<file path="config.mk">
export PLATFORM = sky130hd
export DESIGN_NAME = snd_cmd_bridge
export DESIGN_NICKNAME = d
export VERILOG_FILES = /design/src/rtl/snd_pkg.sv /design/src/rtl/snd_cmd_chan.sv /design/src/rtl/snd_cmd_bridge.sv
export SDC_FILE = /design/constraint.sdc
export NUM_CORES = 1
export LEC_CHECK = 0
export CAP_MARGIN = 10
export CORE_AREA = 2 2 80 82
export CTS_BUF_LIST = sky130_fd_sc_hd__clkbuf_2 sky130_fd_sc_hd__clkbuf_4 sky130_fd_sc_hd__clkbuf_8
export DETAILED_ROUTE_END_ITERATION = 8
export DIE_AREA = 0 0 82 84
export GPL_ROUTABILITY_DRIVEN = 0
export HOLD_SLACK_MARGIN = 0.08
export PLACE_DENSITY = 0.75
export RECOVER_POWER = 100
export SYNTH_ARGS = -nofsm -noshare
export SYNTH_HDL_FRONTEND = slang
export SYNTH_SLANG_ARGS = --single-unit
</file>
<file path="constraint.sdc">
create_clock -name I_CLK -period 1.1 [get_ports I_CLK]
set_input_delay 0.275 -clock I_CLK [delete_from_list [all_inputs] [get_ports I_CLK]]
set_output_delay 0.275 -clock I_CLK [all_outputs]
set_load 0.1 [all_outputs]
</file>
<file path="src/rtl/snd_pkg.sv">
// Shared types and constants for the sound-board command bridge.
package snd_pkg;

  typedef enum logic [1:0] {
    IDLE  = 2'd0,
    FETCH = 2'd1,
    DREAD = 2'd2
  } rd_state_t;

  localparam int PB_CMDSEL   = 6;
  localparam int PB_BANK_LSB = 0;

  // Channel numbers are decoded from the low 3 latched address bits (up to 8 channels).
  localparam int CH_IDX_W = 3;

  function automatic int sel_w(input int n);
    return (n <= 2) ? 1 : $clog2(n);
  endfunction

endpackage

</file>
<file path="src/rtl/snd_cmd_chan.sv">
// One main-to-MCU command channel: data latch, pending flag and sticky overrun.
module snd_cmd_chan #(
  parameter int CMD_W = 8
) (
  input  logic             I_CLK,
  input  logic             I_RST,
  input  logic             wr,
  input  logic             clr,
  input  logic [CMD_W-1:0] dat,
  output logic [CMD_W-1:0] cmd,
  output logic             busy,
  output logic             ovr
);

  // A write in the same cycle as the MCU's clear keeps the new command pending.
  always_ff @(posedge I_CLK) begin
    if (I_RST) begin
      cmd  <= '0;
      busy <= 1'b0;
      ovr  <= 1'b0;
    end else if (wr) begin
      cmd  <= dat;
      busy <= 1'b1;
      if (busy) ovr <= 1'b1;
    end else if (clr) begin
      busy <= 1'b0;
    end
  end

endmodule

</file>
<file path="src/rtl/snd_cmd_bridge.sv">
// Glue between main CPU command latches and the 8035 sound MCU: address capture,
// ROM addressing, DB read mux, interrupt stretcher and DAC capture.
module snd_cmd_bridge
  import snd_pkg::*;
#(
  parameter int NUM_CH  = 2,
  parameter int CMD_W   = 8,
  parameter int ROM_AW  = 12,
  parameter int INT_MIN = 8
) (
  input  logic              I_CLK,
  input  logic              I_RST,
  input  logic [NUM_CH-1:0] I_CMD_WR,
  input  logic [CMD_W-1:0]  I_CMD_DAT,
  output logic [NUM_CH-1:0] O_CMD_BUSY,
  output logic [NUM_CH-1:0] O_CMD_OVR,
  input  logic [7:0]        I8035_DBI,
  output logic [7:0]        I8035_DBO,
  input  logic              I8035_ALE,
  input  logic              I8035_RDn,
  input  logic              I8035_PSENn,
  input  logic [7:0]        I8035_PBI,
  input  logic [7:0]        I8035_PAI,
  output logic              O_INTn,
  output logic [ROM_AW-1:0] O_ROM_A,
  input  logic [7:0]        I_ROM_D,
  output logic [7:0]        O_SOUND_DAT,
  output logic              O_SAMPLE_STB
);

  localparam int SEL_W = sel_w(NUM_CH);
  localparam int CNT_W = $clog2(INT_MIN + 1);

  logic              ale_p1, rdn_p1, psenn_p1;
  logic [7:0]        l_a;
  rd_state_t         state, state_d;
  logic [7:0]        dbo_d, rd_mux;
  logic [NUM_CH-1:0] clr;
  logic [CMD_W-1:0]  cmd [NUM_CH];
  logic [SEL_W-1:0]  ch;
  logic              ch_ok;
  logic [ROM_AW-1:0] rom_a_d;
  logic [CNT_W-1:0]  int_cnt;
  logic              unused_pbi;

  assign unused_pbi = ^{I8035_PBI[7], I8035_PBI[5:ROM_AW-8]};

  for (genvar i = 0; i < NUM_CH; i++) begin : g_chan
    snd_cmd_chan #(.CMD_W(CMD_W)) u_chan (
      .I_CLK (I_CLK),
      .I_RST (I_RST),
      .wr    (I_CMD_WR[i]),
      .clr   (clr[i]),
      .dat   (I_CMD_DAT),
      .cmd   (cmd[i]),
      .busy  (O_CMD_BUSY[i]),
      .ovr   (O_CMD_OVR[i])
    );
  end

  // Stage p1: strobe sampling and ALE falling-edge address capture
  always_ff @(posedge I_CLK) begin
    if (I_RST) begin
      ale_p1   <= 1'b0;
      rdn_p1   <= 1'b1;
      psenn_p1 <= 1'b1;
      l_a      <= '0;
    end else begin
      ale_p1   <= I8035_ALE;
      rdn_p1   <= I8035_RDn;
      psenn_p1 <= I8035_PSENn;
      if (ale_p1 && !I8035_ALE) l_a <= I8035_DBI;
    end
  end

  assign ch    = l_a[SEL_W-1:0];
  assign ch_ok = (int'(l_a[CH_IDX_W-1:0]) < NUM_CH);

  always_comb begin
    rom_a_d = {I8035_PBI[PB_BANK_LSB +: ROM_AW-8], l_a};
    if (!I8035_PBI[PB_CMDSEL] && I8035_PSENn) rom_a_d[ROM_AW-1] = 1'b1;
  end

  always_comb begin
    rd_mux = '0;
    if (I8035_PBI[PB_CMDSEL]) begin
      if (ch_ok) rd_mux[CMD_W-1:0] = cmd[ch];
    end else begin
      rd_mux = I_ROM_D;
    end
  end

  // DBO is loaded from the next-state decision so data lands two cycles after the strobe.
  always_comb begin
    state_d = state;
    dbo_d   = '0;
    clr     = '0;
    unique case (state)
      IDLE: begin
        if (!psenn_p1) begin
          state_d = FETCH;
          dbo_d   = I_ROM_D;
        end else if (!rdn_p1) begin
          state_d = DREAD;
          dbo_d   = rd_mux;
        end
      end
      FETCH: begin
        if (psenn_p1) state_d = IDLE;
        else          dbo_d   = I_ROM_D;
      end
      DREAD: begin
        if (rdn_p1) begin
          state_d = IDLE;
          if (I8035_PBI[PB_CMDSEL] && ch_ok) clr[ch] = 1'b1;
        end else begin
          dbo_d = rd_mux;
        end
      end
      default: state_d = IDLE;
    endcase
  end

  // Stage p2: registered bus, address, interrupt and DAC outputs
  always_ff @(posedge I_CLK) begin
    if (I_RST) begin
      state        <= IDLE;
      I8035_DBO    <= '0;
      O_ROM_A      <= '0;
      O_SOUND_DAT  <= '0;
      O_SAMPLE_STB <= 1'b0;
    end else begin
      state        <= state_d;
      I8035_DBO    <= dbo_d;
      O_ROM_A      <= rom_a_d;
      O_SOUND_DAT  <= I8035_PAI;
      O_SAMPLE_STB <= (I8035_PAI != O_SOUND_DAT);
    end
  end

  // int_cnt counts low cycles from the fall and saturates; only a new fall reloads it.
  always_ff @(posedge I_CLK) begin
    if (I_RST) begin
      O_INTn  <= 1'b1;
      int_cnt <= '0;
    end else if (O_INTn) begin
      if (|O_CMD_BUSY) begin
        O_INTn  <= 1'b0;
        int_cnt <= CNT_W'(1);
      end
    end else if (int_cnt >= CNT_W'(INT_MIN)) begin
      if (!(|O_CMD_BUSY)) O_INTn <= 1'b1;
    end else begin
      int_cnt <= int_cnt + CNT_W'(1);
    end
  end

endmodule

</file>
==> run_results.csv, run 1 <==
group,metric,value,unit
worst_setup_path,worst-path-buf-inv,1,
detailed_routing,drtIter0Drc,40,
worst_setup_path,timing.reg2reg.setup_slack,-0.03,ns
detailed_routing,ant_nets,0,
worst_setup_path,r2r_end,"g_chan[0].u_chan.busy",
place,dpl.cell_count,394,
sta,fmax,0.8574,GHz
global_route,grt_antenna_before_repair,0,
synthesis,synth_seq_cells,67,
synthesis,synth.area.top_cells,"dfxtp_1 55%, mux2i_1 9.8%, nor2b_1 5.4%",
synthesis,syn-num-nets,291,
worst_setup_path,critPathKind,"reg2out",
sta,worst_pin_slew,0.4446,ns
synthesis,synth_edf_count,0,
detailed_routing,first_pass_iters,4,
clock_network,clock_latency,0.34,ns
sta,hold_viol,0,
synthesis,seq_area_frac_synth,54.83,%
worst_setup_path,crit_path_end_kind,"primary output",
finish,syn_to_final_growth,71.87,%
finish,multi_input_area,1111,um2
synthesis,yosysMostFrequentCell,"dfxtp_1",
clock_network,clock_path_buffers,2,
hold_path,hold_path.class,"in2reg",
clock_network,htree_num_levels,3,
worst_setup_path,max_stage_delay,0.38,ns
outcome,status,"finished with violations",
synthesis,syn_area,2446,um2
synthesis,synth_ff_type,"dfxtp_1",
synthesis,synthesis.instances,242,
hold_path,hold_depth,2,
floorplan,start_util,40.13,%
synthesis,synth_top_area_share,54.83,%
worst_setup_path,required,0.82,ns
finish,seq_area,1423,um2
global_route,global_route.overflow_total,0,
synthesis,ys_types,29,
pwr,power.ir.vdd_worst,0.001167,V
clock_network,cts_sinks,67,
job,max_cap_viol_count,0,
worst_setup_path,path_delay_family,"flip-flops",
worst_setup_path,crit_path_end,"O_INTn",
sta,setup_viol,39,
finish,diodes,0,
worst_setup_path,r2r_cells,3,
detailed_routing,drt-total-wl,5965,um
finish,final_layout_size_suffix_gt1_share,38.78,%
synthesis,ys_warn_count,0,
floorplan,die_y,84,um
sta,final_max_slew_viol_count,0,
global_route,grt_use_total,17.99,%
floorplan,fp.dieArea,6888,um2
clock_network,ctsHoldBuffers,0,
place,hpwl,3961,um
clock_network,cts_tree,"done",
place,numPortBuffers,77,
synthesis,synthTopCellsByCount,"67 x dfxtp_1, 32 x nor2_1, 24 x mux2i_1, 21 x nor2b_1, 18 x a21oi_1",
global_route,grt_max_degree,34,
floorplan,die-width,82,um
sta,relSlewSlack,70.36,%
worst_setup_path,crit_start,"O_INTn",
worst_setup_path,crit_slowest_cell,"dfxtp_4",
sta,setup_slack,-0.06627,ns
worst_setup_path,worstPathCellList,"buf_12",
outcome,violations,"negative setup slack",
sta,finalCriticalPeriod,1.166,ns
synthesis,ys_async_sr_fraction,0,%
global_route,grt_pass1_wl,9301,um
detailed_routing,avgRoutedWirePerCell,14.20,um
finish,nNetsFinal,387,
global_route,grt_pass1_vias,2037,
synthesis,synth_top_cell_by_area,"dfxtp_1",
detailed_routing,num_vias,2012,
clock_network,clkTransAtPathRegs,0.08,ns
worst_setup_path,cp_max_fo,4,
finish,fillers,466,
clock_network,root_buffer,"clkbuf_8",
sta,rsz0062_at_grt,"yes",
pwr,power_density,1504,nW/um2
finish,postLayoutCoreUtil,68.97,%
worst_setup_path,r2r_start,"state[1]",
floorplan,core,6096,um2
detailed_routing,routed_via_density,4.790,
worst_setup_path,arrival,0.89,ns
sta,skew,0.009300,ns
worst_setup_path,start_kind,"register",
worst_setup_path,cp.depth,1,
pwr,power.static_leakage,1.731,nW
clock_network,cts_buffers,9,
synthesis,syn_area_per_cell,10.11,um2
sta,holdWs,0.1889,ns
sta,fin_crit_sh,106.0,%
finish,fin_cells,420,
floorplan,fp-row-count,29,
floorplan,ioPinCount,81,
detailed_routing,drc,0,
==> cell usage in the layout, fill, tap and decap left out, types with 2 or more instances in the layout <==
| master | count |
|---|---|
| a21oi_1 | 16 |
| a21oi_2 | 2 |
| buf_12 | 36 |
| buf_4 | 11 |
| buf_6 | 5 |
| bufinv_16 | 3 |
| clkbuf_1 | 2 |
| clkbuf_2 | 3 |
| clkbuf_8 | 9 |
| clkdlybuf4s50_1 | 37 |
| clkinv_4 | 2 |
| dfxtp_1 | 30 |
| dfxtp_2 | 23 |
| dfxtp_4 | 14 |
| dlygate4sd3_1 | 3 |
| inv_1 | 8 |
| mux2_2 | 2 |
| mux2_4 | 6 |
| mux2i_1 | 24 |
| nand2_1 | 10 |
| nand3_1 | 5 |
| nand3_2 | 3 |
| nor2_1 | 32 |
| nor2b_1 | 20 |
| nor4_1 | 3 |
| o21ai_0 | 2 |
| o21ai_1 | 2 |
| o41ai_2 | 2 |
| or2_2 | 2 |
| xor2_1 | 8 |
==> power by group <==
part | leakage, nW | internal (W) | switching [W]
Combinational | 1.04 | 0.000564 | 0.000688
Sequential | 0.568 | 0.00254 | 0.000105
Clock | 0.121 | 0.00150 | 0.000926
==> flip-flops by register name (all words and copies together), names as in the netlist <==
| signal | flops |
|---|---|
| g_chan.u_chan.cmd | 16 |
| O_SAMPLE_STB | 1 |
| O_ROM_A | 12 |
| g_chan.u_chan.busy | 2 |
| l_a | 8 |
| ale_p1 | 1 |
| g_chan.u_chan.ovr | 2 |
| rdn_p1 | 1 |
| O_INTn | 1 |
| I8035_DBO | 8 |
| int_cnt | 4 |
| state | 2 |
| psenn_p1 | 1 |
| O_SOUND_DAT | 8 |
==> what timing repair did <==
item | CTS | global route
gates resized for setup | 15 | 34
gates cloned | 0 | 0
setup endpoints to repair | 44 | 52
buffers inserted | 6 | 4
hold endpoints to repair | 0 | 0
pin swaps | 2 | 8
==> per-stage QoR <==
step	setup slack [ns]	TNS (ns)	instance area (um2)	power, W
2_1_floorplan	-0.04221	-0.06497	2512	0.003356
3_3_place_gp	-0.3282	-8.631	3764	0.003862
3_5_place_dp	-0.3891	-9.345	3764	0.003883
4_1_cts	-0.07611	-1.822	4083	0.006342
5_1_grt	-0.1097	-3.253	4204	0.006566
6_report	-0.06627	-1.292	4204	0.006325
==> metal layers <==
metal	up-vias	part of all wire [%]	track usage (%)
met5	-	0	0
met4	0	2.0	10.00
met3	9	6.4	4.437
met2	65	51	30.89
met1	939	40	19.70
li1	999	-	-
==> worst min path at each step <==
stage                    from           to  slack [ns]
finish              I8035_ALE       ale_p1        0.19
detailed placement   state[0]     state[1]        0.44
floorplan           I8035_RDn       rdn_p1        0.38
global route        I8035_ALE       ale_p1        0.20
global placement     state[0]     state[1]        0.42
CTS                     I_RST  O_ROM_A[11]        0.18
==> logic make-up after synthesis <==
family	count (synthesis)	share of synthesized area (%)
compound gates	29	6.752
xor+xnor	8	2.865
fa+ha+maj	2	1.023
buf+inv	22	4.450
flops	67	54.83
mux	32	13.50
simple gates	82	16.57
==> layout make-up <==
cell class	instances	share of cell area, %
clock inverters	7	2.768
well taps	77	2.292
clock buffers	9	2.946
multi-input cells	153	26.43
inverters	8	0.7143
flip-flops and latches	67	33.84
repair buffers	99	31.01
Power figures use the tool's default switching activity.
==> run 2, diff against run 1 <==
--- a/config.mk
+++ b/config.mk
@@ -6,4 +6,5 @@
 export NUM_CORES = 1
 export LEC_CHECK = 0
+export ABC_CLOCK_PERIOD_IN_PS = 1100
 export CAP_MARGIN = 10
 export CORE_AREA = 2 2 80 82
@@ -18,2 +19,3 @@
 export SYNTH_HDL_FRONTEND = slang
 export SYNTH_SLANG_ARGS = --single-unit
+export TNS_END_PERCENT = 5
==> constraint.sdc (replaced) <==
create_clock -name I_CLK -period 1.1 [get_ports I_CLK]
set_input_delay 0.11 -clock I_CLK [delete_from_list [all_inputs] [get_ports I_CLK]]
set_output_delay 0.11 -clock I_CLK [all_outputs]
set_load 0.1 [all_outputs]
==> run 2 against run 1 <==
  * The run still ends with negative setup slack left
  * Cell count fell by 1.9%
  * Worst setup slack improved by 0.057 ns
  * Maximum frequency up 5.2%
  * Sequential share of layout area grew 3.1 points
  * Power down 4.9%
  * Non-clock buffer count fell by 8
  * Die area is the same
  * Combinational power decreased by 10%
  * Critical endpoint is now I8035_DBO[7]
==> run_results.csv, run 2 (synthesis gave the netlist of run 1 again) <==
group,metric,value,unit
finish,reg_top3,"g_chan.u_chan.cmd x16, O_ROM_A x12",
sta,fin_crit_sh,100.8,%
worst_setup_path,cp_max_fo,8,
clock_network,cts_sinks,67,
sta,rsz0062_at_grt,"yes",
floorplan,core,6096,um2
outcome,violations,"negative setup slack",
sta,setup_slack,-0.009071,ns
sta,relSlewSlack,77.11,%
global_route,grt_pass1_vias,2030,
hold_path,holdPathEnd,"I8035_DBO[2]",
finish,final_common_cell,"dfxtp_1",
outcome,status,"finished with violations",
worst_setup_path,max_stage_delay,0.38,ns
worst_setup_path,r2r_start,"l_a[0]",
finish,postLayoutCoreUtil,61.60,%
worst_setup_path,arrival,1.34,ns
pwr,power.static_leakage,1.581,nW
sta,skew,0.004148,ns
worst_setup_path,path_delay_family,"flip-flops",
finish,diodes,0,
clock_network,cts_buffers,9,
finish,layout_common_cells,"52 x dfxtp_1, 42 x clkdlybuf4s50_1, 33 x buf_6",
detailed_routing,routed_via_density,4.757,
finish,fillers,546,
place,numPortBuffers,77,
hold_path,hold_path.class,"in2reg",
pwr,power.total,0.006018,W
floorplan,fp.dieArea,6888,um2
worst_setup_path,worstPathCellList,"buf_12 > mux2_2 > nand3_1 > a21oi_1",
detailed_routing,drc,0,
global_route,grt_antenna_before_repair,0,
clock_network,clkTransAtPathRegs,0.07,ns
finish,seq_area,1388,um2
clock_network,clock_latency,0.33,ns
detailed_routing,num_vias,1960,
detailed_routing,drt-total-wl,5774,um
global_route,grt_use_total,17.74,%
worst_setup_path,required,1.33,ns
clock_network,htree_num_levels,3,
hold_path,min_from,"I_ROM_D[2]",
sta,hold_viol,0,
floorplan,fp-row-count,29,
worst_setup_path,timing.reg2reg.setup_slack,-0.009,ns
sta,final_max_slew_viol_count,0,
global_route,global_route.overflow_total,0,
floorplan,start_util,40.13,%
global_route,grt_max_degree,34,
global_route,grt_pass1_wl,9190,um
clock_network,cts_tree,"done",
sta,fmax,0.9017,GHz
finish,nNetsFinal,379,
detailed_routing,avgRoutedWirePerCell,14.01,um
job,max_cap_viol_count,0,
floorplan,die-width,82,um
pwr,power.ir.vdd_worst,0.001037,V
finish,syn_to_final_growth,53.50,%
worst_setup_path,crit_slowest_cell,"dfxtp_4",
clock_network,clock_path_buffers,2,
sta,finalCriticalPeriod,1.109,ns
floorplan,ioPinCount,81,
detailed_routing,first_pass_iters,4,
finish,regMostFlops,"g_chan.u_chan.cmd",
worst_setup_path,crit_path_end_kind,"register",
worst_setup_path,start_kind,"register",
place,hpwl,4055,um
pwr,power_density,1603,nW/um2
detailed_routing,drtIter0Drc,72,
sta,worst_pin_slew,0.3434,ns
worst_setup_path,r2r_cells,4,
worst_setup_path,worst-path-buf-inv,1,
finish,final_layout_size_suffix_gt1_share,28.66,%
worst_setup_path,critPathKind,"reg2reg",
sta,setup_viol,2,
finish,multi_input_area,1036,um2
worst_setup_path,r2r_end,"I8035_DBO[7]",
hold_path,hold_depth,3,
detailed_routing,ant_nets,0,
clock_network,root_buffer,"clkbuf_8",
floorplan,die_y,84,um
finish,largest_reg_flops,16,
[run 2: cell count changes in the layout (fill, tap and decap cells not counted), sizes merged]
cell / previous run / this run
bufinv: 3 / 2
dlygate4sd3: 3 / 1
clkdlybuf4s50: 37 / 42
clkinvlp: 0 / 1
clkbuf: 14 / 11
clkinv: 4 / 2
dlymetal6s2s: 1 / 0
dlygate4sd2: 1 / 0
inv: 8 / 9
buf: 52 / 47
[run 2: layout make-up]
class                      instances  share of cell area, %
sequential                        67                  36.95
multi-input combinational        153                  27.59
timing repair buffer              91                  26.09
clock buffer                      10                  3.665
tap                               77                  2.566
clock inverter                     6                  2.333
inverter                           8                 0.7997
[run 2: stage by stage]
step / std cells / setup slack (ns) / hold WS [ns] / TNS [ns] / area, um2
3_5_place_dp: 393 / -0.2218 / 0.3645 / -3.966 / 3730
4_1_cts: 412 / -0.004663 / 0.3068 / -0.007363 / 3999
5_1_grt: 412 / -0.04117 / 0.3219 / -0.3276 / 3755
6_report: 412 / -0.009071 / 0.3298 / -0.01288 / 3755
3_3_place_gp: 393 / -0.1725 / 0.3645 / -2.905 / 3730
2_1_floorplan: 242 / -0.04221 / 0.2138 / -0.06497 / 2486
[run 2: worst max path at each step]
stage / startpoint / endpoint / slack [ns] / depth (start not counted)
2_1_floorplan: O_INTn / int_cnt[0] / -0.04 / 3
3_3_place_gp: I8035_PBI[6] / g_chan[1].u_chan.busy / -0.17 / 4
3_5_place_dp: I8035_PBI[6] / g_chan[0].u_chan.busy / -0.22 / 4
4_1_cts: l_a[0] / I8035_DBO[4] / -0.005 / 4
5_1_grt: state[1] / g_chan[0].u_chan.busy / -0.04 / 3
6_report: l_a[0] / I8035_DBO[7] / -0.009 / 4
[run 2: worst min-delay path, stage by stage]
cell	delay (ns)
clkdlybuf4s50_1	0.40
nand2_1	0.06
a21oi_1	0.05
[run 2: per-layer routing]
layer / routed length [um] / vias up / track usage [%]
met4: 163 / 0 / 10.45
met1: 2289 / 884 / 19.62
met3: 436 / 15 / 4.978
met5: 0 / - / 0
li1: - / 985 / -
met2: 2885 / 76 / 29.56
[run 2: what timing repair did]
item	4_1_cts	5_1_grt
buffers inserted	2	0
pin swaps	0	1
endpoints found under the setup margin	12	15
hold buffers	1	0
hold endpoints to repair	4	0
resized for setup	8	10
[run 2: where the power goes]
part / switching (W) / leakage [nW] / internal [W]
Clock: 0.000941 / 0.113 / 0.00134
Sequential: 0.0000826 / 0.559 / 0.00254
Combinational: 0.000673 / 0.910 / 0.000446
Total: 0.00170 / 1.58 / 0.00432
==> run 3, diff against run 2 <==
- CAP_MARGIN: 10 -> 20
- CORE_AREA: 2 2 80 82 -> 2 2 68 96
- DIE_AREA: 0 0 82 84 -> 0 0 70 98
- SKIP_LAST_GASP: not set -> 1
==> run 3 against run 2 <==
  * The flow still finishes with violations (negative setup slack)
  * Hold slack got worse by 0.21 ns
  * Non-clock buffer count decreased by 1
  * Clock power increased by 9.2%
  * Register-to-register slack got worse by 0.04 ns
  * Core utilization decreased by 0.66 points
  * Combinational power decreased by 4%
  * Global-route usage increased by 0.65 points
  * Sequential share of layout area increased by 0.57 points
  * Largest power group unchanged
==> run_results.csv, run 3 (synthesis gave the netlist of run 1 again) <==
group,metric,value,unit
outcome,status,"finished with violations",
outcome,violations,"negative setup slack",
sta,setup_slack,-0.04639,ns
global_route,grt_max_degree,24,
place,pre_cts_slack,-0.2419,ns
detailed_routing,avgRoutedWirePerCell,14.51,um
sta,hold_viol,0,
floorplan,fp.dieArea,6860,um2
pwr,power_switching,0.001719,W
pwr,p_int,0.004478,W
detailed_routing,drt-total-wl,5891,um
pwr,power.static_leakage,1.564,nW
global_route,grt_pass1_vias,2072,
place,numPortBuffers,77,
global_route,grt_pass1_wl,9756,um
detailed_routing,drc,0,
global_route,grt_antenna_before_repair,0,
clock_network,clock_path_buffers,2,
clock_network,root_buffer,"clkbuf_8",
clock_network,cts_buffers,9,
finish,syn_to_final_growth,50.49,%
detailed_routing,num_vias,1976,
detailed_routing,drtIter0Drc,55,
pwr,seq_power_share,42.5,%
pwr,p_comb_share,17.3,%
clock_network,clkTransAtPathRegs,0.07,ns
worst_setup_path,max_stage_delay,0.40,ns
clock_network,ctsHoldBuffers,0,
worst_setup_path,required,1.35,ns
global_route,global_route.overflow_total,0,
place,dpl.cell_count,389,
detailed_routing,routed_via_density,4.867,
finish,final_common_cell,"dfxtp_1",
finish,fin_area,3681,um2
worst_setup_path,cp_max_fo,4,
finish,final_layout_size_suffix_gt1_share,26.65,%
floorplan,die_y,98,um
sta,worst_pin_slew,0.3283,ns
global_route,grt_use_total,18.40,%
worst_setup_path,arrival,1.39,ns
sta,final_max_slew_viol_count,0,
floorplan,ioPinCount,81,
detailed_routing,ant_nets,0,
pwr,p_clk_share,40.2,%
worst_setup_path,start_kind,"register",
floorplan,core,6041,um2
clock_network,cts_tree,"done",
job,max_cap_viol_count,0,
finish,regMostFlops,"g_chan.u_chan.cmd",
worst_setup_path,crit_slowest_cell,"dfxtp_1",
sta,fmax,0.8723,GHz
floorplan,fp-row-count,34,
sta,finalCriticalPeriod,1.146,ns
clock_network,cts_sinks,67,
sta,skew,0.007786,ns
finish,layout_common_cells,"55 x dfxtp_1, 37 x clkdlybuf4s50_1, 32 x nor2_1",
worst_setup_path,critPathKind,"reg2reg",
worst_setup_path,worstPathCellList,"ha_1 > nand2b_1 > o21ba_2 > a211oi_1",
sta,rsz0062_at_grt,"yes",
clock_network,clock_latency,0.34,ns
sta,fin_crit_sh,104.2,%
finish,diodes,0,
finish,largest_reg_flops,16,
clock_network,htree_num_levels,3,
place,placed_area,3706,um2
hold_path,hold_path.class,"in2reg",
sta,relSlewSlack,77.83,%
sta,setup_viol,3,
floorplan,die-width,70,um
floorplan,start_util,40.49,%
finish,fin_cells,406,
worst_setup_path,crit_path_end_kind,"register",
pwr,power.ir.vdd_worst,0.001112,V
pwr,power_density,1683,nW/um2
detailed_routing,first_pass_iters,4,
pwr,swShare,27.73,%
finish,reg_top3,"g_chan.u_chan.cmd x16, O_ROM_A x12",
place,hpwl,4477,um
finish,nNetsFinal,378,
## run 3: cell types whose count changed in the layout (fill, tap and decap cells not counted), sizes merged
cell and change:
inv +3, bufinv +1, dlygate4sd3 +4, buf -2, clkbuf +1, clkinv -2
clkdlybuf4s50 -5, clkinvlp -1
## run 3: layout make-up
cell class | instances | area [um2]
inverter | 8 | 30.03
fill | 546 | 2360
multi-input combinational | 153 | 1007
clock inverter | 7 | 120.1
clock buffer | 9 | 123.9
sequential | 67 | 1381
tap | 72 | 90.09
timing repair buffer | 90 | 928.4
## run 3: worst max-delay path, delay by kind of cell, from the launching register on
family                     cells  cell delay, ns
DFF                            1            0.40
and+or+nand+nor                1            0.07
AOI/OAI and AO/OA              2            0.42
adders and majority gates      1            0.17
## run 3: repair_timing
action / CTS / global route
pin swaps: 0 / 0
gates resized for setup: 6 / 1
setup endpoints to repair: 14 / 20
buffers inserted: 1 / 0
## run 3: metal layers
metal | part of all wire [%] | track usage [%] | vias up | wire length, um
met5 | 0 | 0 | - | 0
met4 | 2.4 | 7.988 | 0 | 144
met3 | 7.2 | 7.843 | 13 | 422
met2 | 53 | 33.04 | 72 | 3142
met1 | 37 | 18.24 | 912 | 2181
li1 | - | - | 979 | -
## run 3: final timing paths
kind	startpoint	endpoint	slack, ns	cells past startpoint
setup / recovery	int_cnt[1]	int_cnt[2]	-0.05	4
hold / removal	I_RST	O_ROM_A[11]	0.12	2
setup reg to reg	int_cnt[1]	int_cnt[2]	-0.05	4
hold reg to reg	l_a[7]	O_ROM_A[7]	0.46	1
## run 3: through the flow
step | setup TNS [ns] | hold slack [ns] | total power (W) | util, %
final | -0.06537 | 0.1200 | 0.006197 | 60.94
after global routing | -0.6730 | 0.1387 | 0.006468 | 60.94
after CTS | -0.1187 | 0.1046 | 0.006386 | 65.74
after detailed placement | -3.586 | 0.4522 | 0.003877 | 61.35
after global placement | -2.852 | 0.4208 | 0.003853 | 61.35
after floorplan | -0.06497 | 0.2138 | 0.003348 | -
## run 3: power by group through the flow
stage / clock network (W) / registers [W] / logic (W)
4_1_cts: 0.00255 / 0.00265 / 0.00118
3_3_place_gp: 0 / 0.00270 / 0.00115
6_report: 0.00249 / 0.00263 / 0.00107
3_5_place_dp: 0 / 0.00271 / 0.00117
2_1_floorplan: 0 / 0.00299 / 0.000356
5_1_grt: 0.00269 / 0.00265 / 0.00114
